File: src/rtl/multicycle_control_pkg.sv
// Shared opcode, ALU-op, state and instruction-class definitions
// for the multi-cycle sequencer.
package multicycle_control_pkg;

  localparam logic [3:0] OP_ADD  = 4'd0;
  localparam logic [3:0] OP_SUB  = 4'd1;
  localparam logic [3:0] OP_AND  = 4'd2;
  localparam logic [3:0] OP_OR   = 4'd3;
  localparam logic [3:0] OP_SLT  = 4'd4;
  localparam logic [3:0] OP_ADDI = 4'd5;
  localparam logic [3:0] OP_LW   = 4'd6;
  localparam logic [3:0] OP_SW   = 4'd7;
  localparam logic [3:0] OP_BEQ  = 4'd8;
  localparam logic [3:0] OP_BNE  = 4'd9;

  localparam logic [2:0] ALU_AND = 3'b000;
  localparam logic [2:0] ALU_OR  = 3'b001;
  localparam logic [2:0] ALU_ADD = 3'b010;
  localparam logic [2:0] ALU_SUB = 3'b110;
  localparam logic [2:0] ALU_SLT = 3'b111;

  typedef enum logic [2:0] {
    S_IDLE,
    S_DECODE,
    S_EXEC,
    S_MEM,
    S_WB
  } state_t;

  typedef enum logic [2:0] {
    C_R,
    C_I,
    C_LOAD,
    C_STORE,
    C_BRANCH,
    C_ILL
  } iclass_t;

  function automatic logic [15:0] sext8(input logic [7:0] v);
    return {{8{v[7]}}, v};
  endfunction

endpackage

File: src/rtl/multicycle_control_decode.sv
// Combinational opcode decode: ALU op, operand/writeback
// selects, destination select and instruction class.
module multicycle_control_decode
  import multicycle_control_pkg::*;
(
  input  logic [3:0] op,
  output logic [2:0] alu_op,
  output logic       alu_src_imm,
  output logic       wd_sel,
  output logic       dest_rd,
  output iclass_t    cls
);

  always_comb begin
    alu_op      = ALU_AND;
    alu_src_imm = 1'b0;
    wd_sel      = 1'b0;
    dest_rd     = 1'b0;
    cls         = C_ILL;
    unique case (1'b1)
      (op == OP_ADD): begin
        alu_op  = ALU_ADD;
        dest_rd = 1'b1;
        cls     = C_R;
      end
      (op == OP_SUB): begin
        alu_op  = ALU_SUB;
        dest_rd = 1'b1;
        cls     = C_R;
      end
      (op == OP_AND): begin
        alu_op  = ALU_AND;
        dest_rd = 1'b1;
        cls     = C_R;
      end
      (op == OP_OR): begin
        alu_op  = ALU_OR;
        dest_rd = 1'b1;
        cls     = C_R;
      end
      (op == OP_SLT): begin
        alu_op  = ALU_SLT;
        dest_rd = 1'b1;
        cls     = C_R;
      end
      (op == OP_ADDI): begin
        alu_op      = ALU_ADD;
        alu_src_imm = 1'b1;
        cls         = C_I;
      end
      (op == OP_LW): begin
        alu_op      = ALU_ADD;
        alu_src_imm = 1'b1;
        wd_sel      = 1'b1;
        cls         = C_LOAD;
      end
      (op == OP_SW): begin
        alu_op      = ALU_ADD;
        alu_src_imm = 1'b1;
        cls         = C_STORE;
      end
      (op == OP_BEQ),
      (op == OP_BNE): begin
        alu_op = ALU_SUB;
        cls    = C_BRANCH;
      end
      default: ;
    endcase
  end

endmodule

File: src/rtl/multicycle_control.sv
// Multi-cycle sequencer: latches one instruction and steps the
// register file, ALU and data memory through its phases.
module multicycle_control
  import multicycle_control_pkg::*;
(
  input  logic        clock,
  input  logic        reset_n,
  input  logic [15:0] instr,
  input  logic        instr_valid,
  output logic        instr_ready,
  input  logic        zero,
  input  logic        mem_ack,
  output logic [1:0]  rr1,
  output logic [1:0]  rr2,
  output logic [1:0]  wr,
  output logic        regwrite,
  output logic [2:0]  alu_op,
  output logic        alu_src_imm,
  output logic [15:0] imm,
  output logic        wd_sel,
  output logic        mem_req,
  output logic        mem_we,
  output logic        branch_taken,
  output logic        done,
  output logic        illegal
);

  state_t      state, state_nx;
  logic [15:0] ir;
  logic [2:0]  dec_alu_op;
  logic        dec_src_imm;
  logic        dec_wd_sel;
  logic        dec_dest_rd;
  iclass_t     cls;
  logic        busy;
  logic [1:0]  dest;

  multicycle_control_decode u_dec (
    .op          (ir[15:12]),
    .alu_op      (dec_alu_op),
    .alu_src_imm (dec_src_imm),
    .wd_sel      (dec_wd_sel),
    .dest_rd     (dec_dest_rd),
    .cls         (cls)
  );

  always_ff @(posedge clock or negedge reset_n) begin
    if (!reset_n) begin
      state <= S_IDLE;
      ir    <= '0;
    end else begin
      state <= state_nx;
      if (state == S_IDLE && instr_valid)
        ir <= instr;
    end
  end

  assign busy = (state != S_IDLE);
  assign dest = dec_dest_rd ? ir[7:6] : ir[9:8];

  // Datapath selects are held at zero while idle.
  always_comb begin
    rr1         = busy ? ir[11:10] : 2'd0;
    rr2         = busy ? ir[9:8] : 2'd0;
    wr          = busy ? dest : 2'd0;
    alu_op      = busy ? dec_alu_op : 3'd0;
    alu_src_imm = busy & dec_src_imm;
    wd_sel      = busy & dec_wd_sel;
    imm         = busy ? sext8(ir[7:0]) : 16'd0;
  end

  always_comb begin
    state_nx     = state;
    instr_ready  = 1'b0;
    regwrite     = 1'b0;
    mem_req      = 1'b0;
    mem_we       = 1'b0;
    branch_taken = 1'b0;
    done         = 1'b0;
    illegal      = 1'b0;
    case (state)
      S_IDLE: begin
        instr_ready = 1'b1;
        if (instr_valid)
          state_nx = S_DECODE;
      end
      S_DECODE: begin
        if (cls == C_ILL) begin
          illegal  = 1'b1;
          done     = 1'b1;
          state_nx = S_IDLE;
        end else begin
          state_nx = S_EXEC;
        end
      end
      S_EXEC: begin
        unique case (1'b1)
          (cls == C_LOAD),
          (cls == C_STORE): state_nx = S_MEM;
          (cls == C_BRANCH): begin
            branch_taken = (ir[15:12] == OP_BNE) ? !zero : zero;
            done         = 1'b1;
            state_nx     = S_IDLE;
          end
          default: state_nx = S_WB;
        endcase
      end
      S_MEM: begin
        mem_req = 1'b1;
        mem_we  = (cls == C_STORE);
        if (mem_ack) begin
          if (cls == C_STORE) begin
            done     = 1'b1;
            state_nx = S_IDLE;
          end else begin
            state_nx = S_WB;
          end
        end
      end
      S_WB: begin
        // r0 is hardwired; the cycle still runs to keep timing uniform.
        regwrite = (dest != 2'd0);
        done     = 1'b1;
        state_nx = S_IDLE;
      end
      default: state_nx = S_IDLE;
    endcase
  end

endmodule

File: config.mk
export PLATFORM = sky130hd
export DESIGN_NAME = multicycle_control
export DESIGN_NICKNAME = d
export VERILOG_FILES = /design/src/rtl/multicycle_control_pkg.sv /design/src/rtl/multicycle_control_decode.sv /design/src/rtl/multicycle_control.sv
export SDC_FILE = /design/constraint.sdc
export NUM_CORES = 1
export LEC_CHECK = 0
export BUFFER_PORTS_ARGS = -buffer_cell sky130_fd_sc_hd__buf_2
export CELL_PAD_IN_SITES_DETAIL_PLACEMENT = 1
export CELL_PAD_IN_SITES_GLOBAL_PLACEMENT = 2
export CORE_MARGIN = 2
export CORE_UTILIZATION = 29
export DETAILED_ROUTE_END_ITERATION = 7
export PLACE_DENSITY = 0.95
export SETUP_SLACK_MARGIN = 0.05
export SKIP_LAST_GASP = 1
export SYNTH_ARGS = -nofsm -noshare
export SYNTH_HDL_FRONTEND = slang
export SYNTH_SLANG_ARGS = --single-unit
export TNS_END_PERCENT = 50
File: constraint.sdc
create_clock -name clock -period 2.7 [get_ports clock]
set_clock_uncertainty 0.15 [all_clocks]
set_input_delay 0.135 -clock clock [delete_from_list [all_inputs] [get_ports clock]]
set_output_delay 0.135 -clock clock [all_outputs]
set_load 0.02 [all_outputs]
# After elaboration in Yosys (flattened, before gate mapping)

Cells that the tools add are included.

Bits of input ports: 21
Bits in writable memories: 0
Register bits after elaboration: 19
Bits in latches: 0
Word-level logic and storage cells: 66
Memories kept: 0
Output and inout bits: 34
Bits in read-only memories: 0

Shift-type cells: 0
Reductions and logical operators: 13
Bitwise operators: 2
Divide/modulo/power cells: 0
Order comparisons: 0
Equality and inequality tests: 19
Muxes and demuxes: 30
Add/subtract/negate cells: 0
Multipliers: 0

Operator list:

| kind                                                            | number |
|---|---|
| 3-bit case mux with 4 select lines                              | 2 |
| 4-bit by 3-bit == test with 1-bit output, second input constant | 4 |
| 16-bit 2-to-1 mux                                               | 1 |
| 1-bit 2-to-1 mux                                                | 15 |
| 3-bit case mux with 5 select lines                              | 1 |
| 3-bit by 2-bit == test with 1-bit output, second input constant | 4 |
| 3-bit 2-to-1 mux                                                | 4 |
| 2-bit 2-to-1 mux                                                | 5 |
| 3-bit == test, second input constant                            | 3 |
| 4-bit by 2-bit == test with 1-bit output, second input constant | 2 |
| 4-bit == test, second input constant                            | 2 |
| 3-bit case mux with 2 select lines                              | 1 |
| 3-bit OR reduction                                              | 2 |
| 5-bit OR reduction                                              | 1 |
| 4-bit by 1-bit == test with 1-bit output, second input constant | 1 |
| 4-bit logical NOT                                               | 1 |
| 2-bit inequality test, second input constant                    | 2 |
| 1-bit case mux with 4 select lines                              | 1 |
| 2-bit OR reduction                                              | 2 |
| 4-bit OR reduction                                              | 1 |
| 3-bit by 1-bit == test with 1-bit output, second input constant | 1 |
| 3-bit logical NOT                                               | 1 |
| 3-bit nonzero test                                              | 1 |
| 1-bit bitwise AND                                               | 2 |
| 4 further kinds                                                 | 4 |

# Depth between registers and ports, before layout

Gate-level depths: netlist of the first run.

Depth after elaboration: 7
Gate-level depth with buffers: 5

# By module

From an unflattened synthesis of the first run, not the netlist that was laid out.

Cells, all modules: 118
Area, all modules: 1272.5 um^2

Modules (own cells, without submodules):

| module                    | area an instance (um^2) | instances | sequential area each (um^2) | cells each |
|---|---|---|---|---|
| multicycle_control        | 1163.6                  | 1         | 475.5                       | 103 |
| multicycle_control_decode | 108.9                   | 1         | 0.0                         | 15 |

# Worst setup path after synthesis of the first run

Ideal clock, no wire load.

Kind: flip-flop to output port
From: reg state[2]
To: out wr[1]
Setup slack: 0.995 ns
Cell stages (with the launch flop): 5
Arrival time: 1.420 ns
Path buffers: 1
Path through: dfrtp_1 buf_6 or3_4 and2_4 mux2_2

Longest elaborated chain between the ends: 2

RTL lines:

| what                     | line                     | text |
|---|---|---|
| start: declaration       | multicycle_control.sv:28 | `state_t state, state_nx;` |
| start signal: assignment | multicycle_control.sv:52 | `state <= state_nx;` |
| 3-bit nonzero test       | multicycle_control.sv:58 | `assign busy = (state != S_IDLE);` |
| 2-bit 2-to-1 mux         | multicycle_control.sv:65 | `wr = busy ? dest : 2'd0;` |
| end: declaration         | multicycle_control.sv:15 | `output logic [1:0] wr,` |

No other way between the ends.

# Worst setup path in the final report of the first run

From: reg state[0]
To: out wr[1]

Same word-level chain as after synthesis.

==> impl_metrics.tcl, run 1 <==
set metrics [dict create \
    status "finished clean" \
    ctsHoldBuffers 17 \
    maxSlewHeadroom_pct 72.0 \
    arrival_ns 1.91 \
    yosysTopAreaCell "dfrtp_1" \
    worstSetupPathType "register to output pin" \
    start_kind "register" \
    met1_usage_pct 18.2 \
    diodes 0 \
    syn_area_um2 1200 \
    power.share.combinational_pct 63.8 \
    clkPwrFrac_pct 8.5 \
    die_area_um2 4660 \
    yosysTopAreaCellShare_pct 39.7 \
    wl_per_cell_um 15.3 \
    gp_congestion 0.709 \
    numClockSinks 19 \
    grt_pass1_vias 1074 \
    synth_cell_types 35 \
    worstMarginPinSlew_ns 0.420 \
    worstHoldPathType "input port to register" \
    drive_above_1_share_pct 42.0 \
    worstSetupEndpointType "output pin" \
    critPathMaxFanout 15 \
    clk_path_buf_depth 2 \
    fin_crit_sh_pct 81.3 \
    routed_wl_um 3430 \
    initial_core_util_pct 29.9 \
    swShare_pct 49.8 \
    cts_buffers 3 \
    seqPwrFrac_pct 27.7 \
    dp_hpwl_um 2360 \
    first_pass_iters 4 \
    setup_viol 0 \
    overflow 0 \
    crit_required_ns 2.41 \
    io-pin-count 55 \
    cts_root_buf "clkbuf_8" \
    die_h_um 68.3 \
    internal-power_mw 1.13 \
    ys_ff_latch 19 \
    syn-instance-count 115 \
    fin_nets 196 \
    maxSlewViolCount 0 \
    max_freq_ghz 0.456 \
    post-route-drc-count 0 \
    insertion_delay_ns 0.25 \
    die_w_um 68.3 \
    grt_use_met2_pct 27.9 \
    period_needed_ns 2.19 \
    use_met3_pct 2.47 \
    cts_tree "built" \
    num_rows 23 \
    syn_area_per_cell_um2 10.4 \
    antenna_left 0 \
    grt_pass1_wl_um 5220 \
    total_power_mw 2.25 \
    area_growth_pct 37.1 \
    ir_drop_mv 0.633 \
    setup_tns_ns 0 \
    final_common_cell "buf_2" \
    grt_setup_unrepaired "no" \
    vias_per_cell 4.63 \
    core_um2 4000 \
    p_per_area_nw_per_um2 1370 \
    ys_warn_count 0 \
    synthesis.nets 136 \
    finalHoldViolCount 0 \
    cts-htree-levels 1 \
    ctsResizeCount 0 \
    p_leak_nw 0.802 \
    cap_violations 0 \
    synth.area.top_cells "dfrtp_1 40%, mux2_1 9.4%, mux2_2 7.5%" \
    grt-busiest-layer "met2" \
    grt_max_degree 20 \
    drtIter0Drc 32 \
    layout_common_cells "54 x buf_2, 19 x dfrtp_1, 17 x dlygate4sd3_1" \
    seq_area_frac_synth_pct 39.7 \
    switchingPower_mw 1.12 \
    grt_util_all_layers_pct 15.5 \
    port-buffer-count 54 \
    clk_pin_slew_worst_paths_ns 0.07 \
    vias 1037 \
    antenna_found_initial 0 \
    post_cts_buffers 0 \
]
## layout make-up
| type | instances | area [um2] |
|---|---|---|
| clock buffers | 3 | 41.3 |
| clock inverters | 1 | 5.00 |
| repair buffers | 72 | 448 |
| fillers | 466 | 2360 |
| well taps | 50 | 62.6 |
| inverters | 2 | 7.51 |
| flip-flops and latches | 19 | 475 |
| multi-input cells | 77 | 602 |
## cells by family (layout without fill, tap and decap cells)
kind of cell | after synthesis | in the layout | synth area share [%]
AO/OA/AOI/OAI | 12 | 12 | 6.90
multiplexers | 19 | 19 | 17.8
XOR/XNOR | 2 | 2 | 1.46
buffers and inverters | 19 | 78 | 10.0
flip-flops | 19 | 19 | 39.7
AND/OR/NAND/NOR | 44 | 44 | 24.1
## metal layers
metal  wire [um]  part of all wire, %
met1        1340                   39
met2        1850                   54
met3         200                  5.8
met4          37                  1.1
met5           0                    0
## synth_stat cells (all sizes together)
master and count:
nor4 1, nor3 4, nor3b 1, a31oi 2, o32ai 1, nor2 6
clkbuf 4, nand2b 4, mux2i 1, xor2 1, and2 12, a211oi 3
and3 1, nand4 1, buf 13, o211ai 1, o21a 1, dfrtp 19
inv 2, o31a 1, and4b 1, and3b 3, nor2b 5, nand2 3
o21ai 2, a21oi 1, nor4b 1, xnor2 1, mux2 18, or3 1
## power groups by stage
stage          sequential (mW)  clock, mW  combinational, mW
2_1_floorplan            0.478          0               1.25
3_3_place_gp             0.603          0               1.37
3_5_place_dp             0.625          0               1.41
4_1_cts                  0.619      0.199               1.44
5_1_grt                  0.659      0.208               1.56
6_report                 0.624      0.191               1.44
## through the flow
step                utilization (%)  cell area [um2]  hold WS (ns)  cells  setup WS, ns
global placement               35.6             1430       -0.0743    203         0.851
floorplan                         -             1200        -0.311    115         0.995
finish                         41.0             1640        0.0775    224         0.506
detailed placement             35.6             1430       -0.0554    203         0.801
CTS                            41.0             1640        0.0814    224         0.511
global route                   41.0             1640        0.0944    224         0.439
## flip-flops by register name, indices dropped and copies added, names as in the netlist
register	flops
state	3
ir	16
## final timing paths
path	depth (start not counted)	from	slack [ns]	end
min in group asynchronous	2	reset_n	0.19	ir[0]
min	3	mem_ack	0.08	state[0]
min reg2reg	1	ir[0]	0.35	ir[0]
max reg2reg	4	state[1]	0.92	ir[8]
max	4	state[0]	0.51	wr[1]
max in group asynchronous	2	reset_n	1.91	ir[1]
## worst max-delay path: stages (launching register included)
cell	delay (ns)
dfrtp_1	0.50
or3_4	0.51
and2_4	0.22
mux2_2	0.26
buf_2	0.16
(Power assumes the default switching activity.)
==> run 2, diff against run 1 <==
--- a/config.mk
+++ b/config.mk
@@ -9,9 +9,9 @@
 export CELL_PAD_IN_SITES_DETAIL_PLACEMENT = 1
 export CELL_PAD_IN_SITES_GLOBAL_PLACEMENT = 2
 export CORE_MARGIN = 2
-export CORE_UTILIZATION = 29
+export CORE_UTILIZATION = 24
 export DETAILED_ROUTE_END_ITERATION = 7
-export PLACE_DENSITY = 0.95
+export PLACE_DENSITY = 0.85
 export SETUP_SLACK_MARGIN = 0.05
 export SKIP_LAST_GASP = 1
 export SYNTH_ARGS = -nofsm -noshare
==> constraint.sdc (replaced) <==
create_clock -name clock -period 1.91 [get_ports clock]
set_clock_uncertainty 0.15 [all_clocks]
set_input_delay 0.0955 -clock clock [delete_from_list [all_inputs] [get_ports clock]]
set_output_delay 0.0955 -clock clock [all_outputs]
set_load 0.02 [all_outputs]
==> run 2 against run 1 <==
Net effect: first-iteration DRC count up 66%; largest power group unchanged; cell count up 12%; non-clock buffer count up 9; critical path type unchanged; worst hold slack worse by 0.016 ns.
==> impl_metrics.tcl, run 2 (synthesis gave the netlist of run 1 again) <==
set metrics [dict create \
    status "finished clean" \
    numClockSinks 19 \
    vias_per_cell 4.28 \
    routed_wl_um 3300 \
    holdCritStartpoint "mem_ack" \
    first_pass_iters 4 \
    ir_drop_mv 0.583 \
    grt_pass1_vias 1088 \
    final_common_cell "buf_2" \
    core_um2 4750 \
    cp-startpoint "state[2]" \
    layout_common_cells "52 x buf_2, 18 x dfrtp_1, 17 x dlygate4sd3_1" \
    antenna_found_initial 0 \
    die_w_um 74.6 \
    reg2reg_from "state[0]" \
    finalHoldViolCount 0 \
    total_power_mw 3.38 \
    grt_setup_unrepaired "yes" \
    start_kind "register" \
    grt_util_all_layers_pct 12.1 \
    dp_hpwl_um 2380 \
    p_per_area_nw_per_um2 1930 \
    grt_max_degree 20 \
    cts_tree "built" \
    fin_crit_sh_pct 96.5 \
    drtIter0Drc 53 \
    num_rows 25 \
    overflow 0 \
    initial_core_util_pct 25.2 \
    swShare_pct 47.4 \
    post-route-drc-count 0 \
    clkPwrFrac_pct 8.2 \
    period_needed_ns 1.84 \
    area_growth_pct 46.6 \
    worstHoldPathType "input port to register" \
    largest_reg_flops 16 \
    holdPathStages 3 \
    internal-power_mw 1.78 \
    diodes 0 \
    dp_slack_ns 0.208 \
    port-buffer-count 54 \
    setup_viol 0 \
    worstSetupPathType "register to output pin" \
    crit_required_ns 1.66 \
    setup_ws_ns 0.0671 \
    grt_pass1_wl_um 5180 \
    p_leak_nw 0.847 \
    gp_congestion 0.783 \
    power.share.combinational_pct 68.3 \
    cap_violations 0 \
    io-pin-count 55 \
    reg2regPathDepth 5 \
    antenna_left 0 \
    insertion_delay_ns 0.25 \
    worstMarginPinSlew_ns 0.432 \
    max_freq_ghz 0.543 \
    arrival_ns 1.60 \
    max_flop_register "ir" \
    clk_path_buf_depth 2 \
    cts_buffers 3 \
    maxSlewHeadroom_pct 71.2 \
    clk_pin_slew_worst_paths_ns 0.07 \
    critPathMaxFanout 5 \
    die_h_um 74.6 \
    cts_root_buf "clkbuf_8" \
    cts-htree-levels 1 \
    instances_no_fill 250 \
    fin_nets 205 \
    seqPwrFrac_pct 23.5 \
    drive_above_1_share_pct 48.1 \
    dpl.cell_count 225 \
    die_area_um2 5570 \
    wl_per_cell_um 13.2 \
    maxSlewViolCount 0 \
    reg_top3 "ir: 16 flops, state: 3 flops" \
    worstSetupEndpointType "output pin" \
    vias 1070 \
    switchingPower_mw 1.60 \
]
## run 2: cell types whose count changed in the layout (fill, tap and decap cells not counted), moves of 2 or more
cell / before / now
buf_4: 1 / 10
buf_2: 54 / 52
nor2b_2: 0 / 2
nor2b_1: 5 / 3
buf_6: 0 / 2
## run 2: per-layer routing
metal | vias to the layer above | track usage [%] | share of wire, %
li1 | 523 | - | -
met1 | 515 | 16.9 | 48
met2 | 28 | 18.9 | 46
met3 | 4 | 3.35 | 4.8
met4 | 0 | 2.58 | 1.2
met5 | - | 0 | 0
## run 2: area by class of cell
type | instances | area [um2]
Clock buffer | 4 | 45.0
Inverter | 2 | 7.51
Sequential cell | 19 | 477
Timing Repair Buffer | 81 | 528
Tap cell | 67 | 83.8
Fill cell | 577 | 3000
Multi-Input combinational cell | 77 | 614
## run 2: power by group through the flow
stage	logic, mW	clock network, mW	registers, mW
6_report	2.31	0.277	0.795
5_1_grt	2.50	0.307	0.834
4_1_cts	2.29	0.285	0.780
3_5_place_dp	2.15	0	0.789
3_3_place_gp	2.13	0	0.783
2_1_floorplan	1.76	0	0.676
## run 2: metrics by stage
stage	hold WS [ns]	utilization (%)	instance area, um2	setup TNS, ns
final	0.0617	36.9	1760	0
after global placement	-0.0829	31.2	1480	0
after floorplan	-0.350	-	1200	0
after CTS	0.0629	36.5	1730	0
after global routing	0.0981	36.9	1760	-0.0260
after detailed placement	-0.0838	31.2	1480	0
## run 2: final timing paths
| check | to | slack [ns] |
|---|---|---|
| setup / recovery | wr[0] | 0.07 |
| min in group asynchronous | ir[15] | 0.17 |
| max in group asynchronous | ir[14] | 1.11 |
| hold reg to reg | ir[11] | 0.33 |
| hold / removal | state[0] | 0.06 |
| setup reg to reg | ir[6] | 0.19 |
## run 2: repair_timing
action                                  4_1_cts  5_1_grt
endpoints found under the setup margin        2       10
gates resized for setup                       4        7
pin swaps                                     4        2
hold buffers                                 17        0
hold endpoints to repair                     35        0
setup buffers                                 3        1
## run 2: critical path, stage by stage (launching register included)
cell     delay [ns]
dfrtp_1        0.38
or3_4          0.42
and2_4         0.16
mux2_2         0.26
buf_6          0.13
==> run 3, diff against run 2 <==
--- a/config.mk
+++ b/config.mk
@@ -11,7 +11,7 @@
 export CORE_MARGIN = 2
 export CORE_UTILIZATION = 24
 export DETAILED_ROUTE_END_ITERATION = 7
-export PLACE_DENSITY = 0.85
+export PLACE_DENSITY = 0.73
 export SETUP_SLACK_MARGIN = 0.05
 export SKIP_LAST_GASP = 1
 export SYNTH_ARGS = -nofsm -noshare
==> run 3 against run 2 <==
Net effect: routed wire length grew 3.2%; power is 0.18% higher; fmax down 1.6%; sequential share of layout area up 0.21 points; non-clock buffer count fell by 2.
==> impl_metrics.tcl, run 3 (synthesis gave the netlist of run 1 again) <==
set metrics [dict create \
    status "finished clean" \
    regToRegSetupSlack_ns 0.23 \
    antenna_found_initial 0 \
    dp_hpwl_um 2500 \
    cap_violations 0 \
    maxSlewViolCount 0 \
    die_w_um 74.6 \
    fin_util_pct 36.7 \
    layout_common_cells "52 x buf_2, 17 x dlygate4sd3_1, 17 x dfrtp_1" \
    core_um2 4750 \
    clk_pin_slew_worst_paths_ns 0.06 \
    r2r_end "ir[3]" \
    setup_viol 0 \
    final_common_cell "buf_2" \
    num_rows 25 \
    post-route-drc-count 0 \
    start_kind "register" \
    maxSlewHeadroom_pct 68.5 \
    reg2regPathDepth 5 \
    p_leak_nw 0.840 \
    insertion_delay_ns 0.25 \
    vias_per_cell 4.35 \
    worstSetupEndpointType "output pin" \
    max_freq_ghz 0.534 \
    overflow 0 \
    area_growth_pct 45.9 \
    setup_tns_ns 0 \
    cts_tree "built" \
    holdPathStages 3 \
    vias 1080 \
    arrival_ns 1.63 \
    fin_hold_ws_ns 0.0802 \
    min_to "state[0]" \
    period_needed_ns 1.87 \
    total_power_mw 3.39 \
    grt_util_all_layers_pct 12.8 \
    drtIter0Drc 56 \
    die_h_um 74.6 \
    antenna_left 0 \
    finalHoldViolCount 0 \
    numClockSinks 19 \
    worstSetupPathType "register to output pin" \
    clk_path_buf_depth 2 \
    fin_crit_sh_pct 98.0 \
    reg_top3 "ir: 16 flops, state: 3 flops" \
    fin_nets 203 \
    port-buffer-count 54 \
    io-pin-count 55 \
    grt_pass1_wl_um 5490 \
    critPathMaxFanout 5 \
    crit_required_ns 1.66 \
    cp-startpoint "state[2]" \
    cts_root_buf "clkbuf_8" \
    diodes 0 \
    largest_reg_flops 16 \
    cts-htree-levels 1 \
    worstHoldPathType "input port to register" \
    grt_max_degree 20 \
    cts_buffers 3 \
    grt_setup_unrepaired "yes" \
    die_area_um2 5570 \
    holdCritStartpoint "mem_ack" \
    worstMarginPinSlew_ns 0.472 \
    first_pass_iters 3 \
    routed_wl_um 3410 \
    reg2reg_from "state[0]" \
    gp_congestion 0.707 \
    grt_pass1_vias 1103 \
    initial_core_util_pct 25.2 \
    p_per_area_nw_per_um2 1940 \
    max_flop_register "ir" \
    drive_above_1_share_pct 47.5 \
    wl_per_cell_um 13.7 \
    ir_drop_mv 0.584 \
]
[run 3: stage by stage]
stage | area, um2 | setup WS [ns] | cells
floorplan | 1200 | 0.245 | 115
global placement | 1480 | 0.224 | 224
detailed placement | 1480 | 0.184 | 224
CTS | 1730 | 0.0383 | 248
global route | 1750 | -0.0135 | 248
finish | 1750 | 0.0378 | 248
[run 3: what timing repair did]
action                                  in CTS  in global routing
hold endpoints to repair                    35                  0
endpoints found under the setup margin       2                  9
hold buffers                                17                  0
gates resized for setup                      4                  8
pin swaps                                    4                  2
setup buffers                                3                  0
[run 3: area by class of cell]
type	instances	area, um2
fillers	590	3010
well taps	67	83.8
clock buffers	4	45.0
multi-input cells	77	619
inverters	2	7.51
repair buffers	79	513
flip-flops and latches	19	478
[run 3: worst max path at each step]
stage             to  slack, ns  cells after the start
2_1_floorplan  wr[1]       0.24                      4
6_report       wr[1]       0.04                      4
3_3_place_gp   wr[1]       0.22                      4
5_1_grt        wr[1]      -0.01                      4
4_1_cts        wr[1]       0.04                      4
3_5_place_dp   wr[1]       0.18                      4
[run 3: worst max-delay path, stage by stage, from the launching register on]
cell and delay (ns):
dfrtp_1 0.39, or3_4 0.42, and2_4 0.16, mux2_4 0.28, buf_6 0.13
[run 3: routing by layer]
layer  global-route usage, %  up-vias  wire [um]
met2                    20.8       28       1650
met3                    2.41        4        166
li1                        -      521          -
met1                    17.6      527       1550
met4                    2.98        0         33
met5                       0        -          0
[run 3: report_power, final]
part	switching (mW)	leakage [nW]	total (mW)	internal [mW]
combinational	1.29	0.593	2.30	1.01
clock	0.124	0.0228	0.272	0.148
sequential	0.212	0.225	0.823	0.610
